File: src/rtl/rr_arbiter_pkg.sv
// Shared definitions for the round-robin arbiter: index width helper and grant index type.
package rr_arbiter_pkg;

  localparam int unsigned MAX_INPUTS = 64;
  localparam int unsigned MAX_IDX_W  = 6;

  // Index width for n requesters, never narrower than one bit.
  function automatic int unsigned idx_width(input int unsigned n);
    return (n <= 2) ? 1 : $clog2(n);
  endfunction

  // Wide enough to hold any legal requester index.
  typedef logic [MAX_IDX_W-1:0] grant_idx_t;

endpackage

File: src/rtl/rr_arbiter_pick.sv
// Rotating priority picker: first set request at or after ptr, wrapping modulo ninputs.
module rr_arbiter_pick
  import rr_arbiter_pkg::*;
#(
  parameter int unsigned ninputs = 8,
  parameter int unsigned iw      = idx_width(ninputs)
) (
  input  logic [ninputs-1:0] req,
  input  logic [iw-1:0]      ptr,
  input  logic               en,
  output logic [ninputs-1:0] gnt_c,
  output logic [iw-1:0]      idx_c,
  output logic               any_c
);

  localparam int unsigned SW = iw + 1;

  logic [2*ninputs-1:0] req_dbl;
  logic [2*ninputs-1:0] rot_dbl;
  logic [ninputs-1:0]   rot;
  logic [iw-1:0]        off;
  logic                 found;
  logic [SW-1:0]        sum;

  always_comb begin
    // Rotate so that the ptr position becomes bit 0.
    req_dbl = {req, req};
    rot_dbl = req_dbl >> ptr;
    rot     = rot_dbl[ninputs-1:0];

    // Lowest set bit of the rotated vector wins.
    off   = '0;
    found = 1'b0;
    for (int i = int'(ninputs) - 1; i >= 0; i--) begin
      if (rot[i]) begin
        off   = iw'(i);
        found = 1'b1;
      end
    end

    // Rotate back to an absolute index; ptr < ninputs keeps this a single subtract.
    sum = SW'(ptr) + SW'(off);
    if (sum >= SW'(ninputs)) begin
      sum = sum - SW'(ninputs);
    end
    idx_c = sum[iw-1:0];

    any_c = found && en;
    gnt_c = '0;
    if (any_c) begin
      gnt_c[idx_c] = 1'b1;
    end
  end

endmodule

File: src/rtl/rr_arbiter.sv
// N-to-1 round-robin arbiter into a one-entry output register.
// Define RR_ARBITER_TAG_EN to prepend the granted source index to ostream_msg.
module rr_arbiter
  import rr_arbiter_pkg::*;
#(
  parameter  int unsigned nbits   = 32,
  parameter  int unsigned ninputs = 8,
  localparam int unsigned iw      = idx_width(ninputs),
`ifdef RR_ARBITER_TAG_EN
  localparam int unsigned ow      = nbits + iw
`else
  localparam int unsigned ow      = nbits
`endif
) (
  input  logic             clk,
  input  logic             reset,
  input  logic             istream_val [0:ninputs-1],
  input  logic [nbits-1:0] istream_msg [0:ninputs-1],
  output logic             istream_rdy [0:ninputs-1],
  output logic             ostream_val,
  output logic [ow-1:0]    ostream_msg,
  input  logic             ostream_rdy
);

  logic               full;
  logic [ow-1:0]      msg_q;
  logic [iw-1:0]      ptr;

  logic               accept_c;
  logic [ninputs-1:0] req_c;
  logic [ninputs-1:0] gnt_c;
  logic [iw-1:0]      gidx_c;
  logic               gany_c;
  logic [ow-1:0]      msg_d_c;

  // The register can take a new message when empty or draining this cycle.
  assign accept_c = !full || ostream_rdy;

  always_comb begin
    for (int i = 0; i < int'(ninputs); i++) begin
      req_c[i]       = istream_val[i];
      istream_rdy[i] = gnt_c[i];
    end
  end

  rr_arbiter_pick #(
    .ninputs (ninputs),
    .iw      (iw)
  ) u_pick (
    .req   (req_c),
    .ptr   (ptr),
    .en    (accept_c && !reset),
    .gnt_c (gnt_c),
    .idx_c (gidx_c),
    .any_c (gany_c)
  );

`ifdef RR_ARBITER_TAG_EN
  assign msg_d_c = {gidx_c, istream_msg[gidx_c]};
`else
  assign msg_d_c = istream_msg[gidx_c];
`endif

  always_ff @(posedge clk) begin
    if (reset) begin
      full  <= 1'b0;
      msg_q <= '0;
      ptr   <= '0;
    end else if (gany_c) begin
      full  <= 1'b1;
      msg_q <= msg_d_c;
      ptr   <= (gidx_c == iw'(ninputs - 1)) ? '0 : gidx_c + iw'(1);
    end else if (ostream_rdy) begin
      full  <= 1'b0;
    end
  end

  assign ostream_val = full;
  assign ostream_msg = msg_q;

endmodule

File: config.mk
export PLATFORM = sky130hd
export DESIGN_NAME = rr_arbiter
export DESIGN_NICKNAME = d
export VERILOG_FILES = /design/src/rtl/rr_arbiter_pkg.sv /design/src/rtl/rr_arbiter_pick.sv /design/src/rtl/rr_arbiter.sv
export SDC_FILE = /design/constraint.sdc
export NUM_CORES = 1
export LEC_CHECK = 0
export CAP_MARGIN = 40
export CELL_PAD_IN_SITES_DETAIL_PLACEMENT = 1
export CELL_PAD_IN_SITES_GLOBAL_PLACEMENT = 1
export CORE_MARGIN = 2
export CORE_UTILIZATION = 25
export CTS_CLUSTER_SIZE = 10
export DETAILED_ROUTE_END_ITERATION = 10
export PLACE_DENSITY = 0.81
export SLEW_MARGIN = 10
export SYNTH_ARGS = -nofsm -noshare
export SYNTH_HDL_FRONTEND = slang
export SYNTH_SLANG_ARGS = --single-unit
File: constraint.sdc
create_clock -name clk -period 15.8 [get_ports clk]
set_clock_uncertainty 0.1 [all_clocks]
set_input_delay 3.95 -clock clk [delete_from_list [all_inputs] [get_ports clk]]
set_output_delay 3.95 -clock clk [all_outputs]
set_load 0.01 [all_outputs]
## Yosys cells after proc, flatten, opt, wreduce, memory -nomap -nowiden

Cells that the tools add are included.

| storage, ports and cells | value |
|---|---|
| register bits after elaboration | 36 |
| input port bits | 267 |
| word-level logic and storage cells | 46 |
| output and inout port bits | 41 |

| cells by class | value |
|---|---|
| reductions and logical operators | 7 |
| shift-type cells | 1 |
| $add $sub $neg | 3 |
| eq/ne operators | 1 |
| order comparisons | 4 |
| bitwise logic cells | 1 |
| muxes and demuxes | 26 |

Operators with widths:

| kind | number |
|---|---|
| binary-select mux 32 bit (select 3 bit) | 1 |
| 2-to-1 mux 32 bit | 2 |
| 2-to-1 mux 3 bit | 10 |
| right shift 16 x 3 -> 8 bit | 1 |
| 2-to-1 mux 1 bit | 11 |
| greater-or-equal comparator 4 bit, second input constant | 2 |
| 2-to-1 mux 8 bit | 1 |
| adder 3 x 3 -> 4 bit | 1 |
| < comparator 3 x 4 -> 1 bit, second input constant | 1 |
| inverter 3 -> 4 bit | 1 |
| adder 3 x 1 -> 3 bit, second input constant | 1 |
| demux 1 bit (select 3 bit) | 1 |
| == test 3 bit, second input constant | 1 |
| greater-or-equal comparator 3 x 1 -> 1 bit, second input constant | 1 |
| logical AND 1 bit | 3 |
| subtractor 3 x 1 -> 3 bit, second input constant | 1 |
| zero test 1 bit | 2 |
| nonzero test 2 bit | 1 |
| logical OR 1 bit | 1 |

## Longest topological paths before layout

| depth | value |
|---|---|
| word-level depth | 17 |
| gate-level depth with buffers | 17 |
| gate-level depth less buffers | 13 |

## Hierarchy

A second synthesis with hierarchy kept.

| unflattened totals | value |
|---|---|
| cells, all modules | 443 |
| area, all modules | 4257.8 um^2 |

Modules (own cells, without submodules):

| module | area each (um^2) | instances | seq. area each (um^2) | cells each |
|---|---|---|---|---|
| rr_arbiter | 3509.6 | 1 | 720.7 | 349 |
| rr_arbiter_pick | 748.2 | 1 | 0.0 | 94 |

## Least setup slack after synthesis

OpenSTA, ideal clock, no wires.

| timing path | value |
|---|---|
| path kind | input port to output port |
| from | input istream_val[5] (netlist bit) |
| to | output istream_rdy[0] (netlist bit) |
| stages | 13 |
| setup slack | 4.644 ns |
| arrival time | 7.106 ns |
| cell sequence | clkbuf_1 -> mux4_2 -> nor2_1 -> nor2_1 -> o311ai_0 -> a31oi_1 -> ha_1 -> fa_1 -> clkbuf_1 -> clkbuf_1 -> clkbuf_1 -> inv_1 -> nor3_1 |

RTL lines:

| element | line | RTL |
|---|---|---|
| from (decl) | rr_arbiter.sv:17 | `input logic istream_val [0:ninputs-1],` |
| to (decl) | rr_arbiter.sv:19 | `output logic istream_rdy [0:ninputs-1],` |

==> flow_summary.json <==
{
  "syn_avg_cell_area_um2": 10.84,
  "drtAntennaViolNets": 0,
  "cellPowerDensity_nw_per_um2": 244.9,
  "clk_latency_ns": 0.28,
  "drv_slew": 0,
  "core_um2": 16580,
  "period_minus_slack_ns": 12.52,
  "startpoint": "istream_val[6]",
  "grt_pass1_wl_mm": 30.68,
  "required_ns": 11.75,
  "max_stage_delay_ns": 1.07,
  "fin_total_pwr_w": 0.001872,
  "hold_violations": 0,
  "synth_nets": 661,
  "num_antenna_cells": 0,
  "via_per_inst": 5.689,
  "yosysSeqAreaShare": 0.1700,
  "hp-start": "ostream_msg[29]",
  "worstReg2RegStart": "ptr[1]",
  "drc": 0,
  "ys_ff_latch": 36,
  "num_vias": 5023,
  "cts.sinks": 36,
  "die_w_um": 134.2,
  "fin_crit_sh": 0.7926,
  "cp.arrival_ns": 8.47,
  "synth_top_flop_cell": "dfxtp_1",
  "gp_congestion": 0.8581,
  "clk_pin_slew_worst_paths_ns": 0.06,
  "post_cts_resized": 0,
  "critPathKind": "in2out",
  "cap_violations": 0,
  "path_cells": "clkdlybuf4s50_1, nor3b_1, nor3_1, nor4_1, o21ai_0, and2_1, fa_4, buf_12, inv_1, nor3_1, clkdlybuf4s50_1",
  "cts_htree_levels": 2,
  "slew_headroom": 0.4250,
  "first_pass_iters": 5,
  "finalSetupViolCount": 0,
  "synthArstFlopShare": 0,
  "postLayoutCoreUtil": 0.4608,
  "ys_types": 41,
  "start_util": 0.2556,
  "cts_hold_buf": 0,
  "dieArea_um2": 18010,
  "worst-r2r-cell-count": 13,
  "worst_setup_path_start_kind": "primary input",
  "tightest_slew_ns": 0.8546,
  "holdCritPathClass": "reg2reg",
  "grt_overflow": 0,
  "ir_worst_vdd_uv": 197.2,
  "max_freq_ghz": 0.07986,
  "io_pins": 308,
  "drive_gt1_frac": 0.1493,
  "synth_edf_count": 0,
  "cpMaxStageDelayCell": "fa_4",
  "cp_num_buf_inv": 4,
  "rsz0062_at_grt": "no",
  "cts_buffers": 5,
  "wl_mm": 20.37,
  "setup-tns-final_ns": 0,
  "root_buffer": "clkbuf_16",
  "grt_use_total": 0.2169,
  "cts_tree": "done",
  "min_path_cells": 2,
  "syn_inst": 391,
  "cpLargestDelayFamily": "simple AND/OR/NAND/NOR gates",
  "power_leakage_nw": 2.580,
  "ys_warn_count": 0,
  "worstPathMaxFanout": 47,
  "syn_area_um2": 4239,
  "post_cts.repair.setup_buffers": 0,
  "r2r_slack_ns": 11.17,
  "critPathCaptureType": "output port",
  "grt_max_degree": 48,
  "dp_hpwl_mm": 16.14,
  "rows": 47,
  "area_growth_pct": 80.25,
  "min_to": "ostream_msg[29]",
  "wl_per_cell_um": 23.06,
  "drt_iter0_drc": 294,
  "status": "completed",
  "timing.rr.end": "ptr[2]",
  "portBuffers": 307,
  "first_global_vias": 5390,
  "antenna_found_initial": 0,
  "die_y_um": 134.2,
  "clock_path_buffers": 2,
  "nets": 933
}
through the flow:
step | hold slack [ns] | worst slack, ns | cells | cell area, µm²
final | 0.3791 | 3.278 | 883 | 7641
after global placement | 0.3673 | 3.368 | 867 | 7330
after global routing | 0.3938 | 2.986 | 883 | 7641
after detailed placement | 0.3741 | 3.320 | 874 | 7477
after CTS | 0.3814 | 3.325 | 881 | 7611
after floorplan | 0.4032 | 4.644 | 391 | 4239
layer usage:
| metal | up-vias | share of wire | wire, µm | global-route usage |
|---|---|---|---|---|
| li1 | 2242 | - | - | - |
| met1 | 2510 | 0.38 | 7712 | 0.2512 |
| met2 | 236 | 0.52 | 10550 | 0.3957 |
| met3 | 35 | 0.074 | 1497 | 0.04989 |
| met4 | 0 | 0.030 | 603 | 0.06667 |
| met5 | - | 0 | 0 | 0 |
cell usage in the layout, fill, tap and decap left out, types with 5 or more instances in the layout:
cell and n:
clkdlybuf4s50_1 307, mux4_2 72, o221ai_1 64, nand2_1 37, dfxtp_1 36, a22oi_1 32
nor3_1 25, nor3b_1 9, nor2_1 7, nor4_1 7, clkbuf_16 5
synthesized netlist by cell type, types with 8 or more instances:
cell type	count	area [µm²]
o221ai_1	64	560.5
buf_6	8	90.09
nor3_1	25	125.1
mux4_2	72	1622
nor3b_1	9	67.56
nand2_1	37	138.9
buf_2	9	45.04
a22oi_1	32	240.2
clkbuf_1	22	82.58
dfxtp_1	36	720.7
buf_4	11	82.58
state kept, by name, summed over array words and instances (netlist names):
name,flops
ostream_msg,32
ostream_val,1
ptr,3
how the worst max path moves through the flow:
stage,to,cells past startpoint
3_3_place_gp,istream_rdy[0],10
4_1_cts,istream_rdy[4],11
6_report,istream_rdy[4],11
5_1_grt,istream_rdy[4],11
2_1_floorplan,istream_rdy[0],13
3_5_place_dp,istream_rdy[4],11
worst min-delay path, delay by kind of cell, from the launching register on:
| kind | cells | cell delay (ns) |
|---|---|---|
| DFF | 1 | 0.31 |
| AOI/OAI and AO/OA | 1 | 0.07 |
| and+or+nand+nor | 1 | 0.05 |
logic make-up after synthesis:
kind of cell	after synthesis	share of synthesized area
buf+inv	57	0.07704
fa+ha+maj	3	0.01062
simple gates	100	0.1195
compound gates	115	0.2208
mux	75	0.3899
xor+xnor	5	0.01210
flops	36	0.1700
power breakdown:
group          switching, W  internal [W]
clock             0.0000404     0.0000575
sequential        0.0000313      0.000139
combinational      0.000784      0.000819
total              0.000856       0.00102
final cells by class:
| type | instances | area [µm²] |
|---|---|---|
| inverter | 4 | 15.01 |
| fill | 1800 | 8942 |
| clock inverter | 1 | 5.005 |
| clock buffer | 6 | 128.9 |
| timing repair buffer | 318 | 3266 |
| sequential | 36 | 720.7 |
| tap | 220 | 275.3 |
| multi-input combinational | 298 | 3231 |
Power figures use the tool's default switching activity.
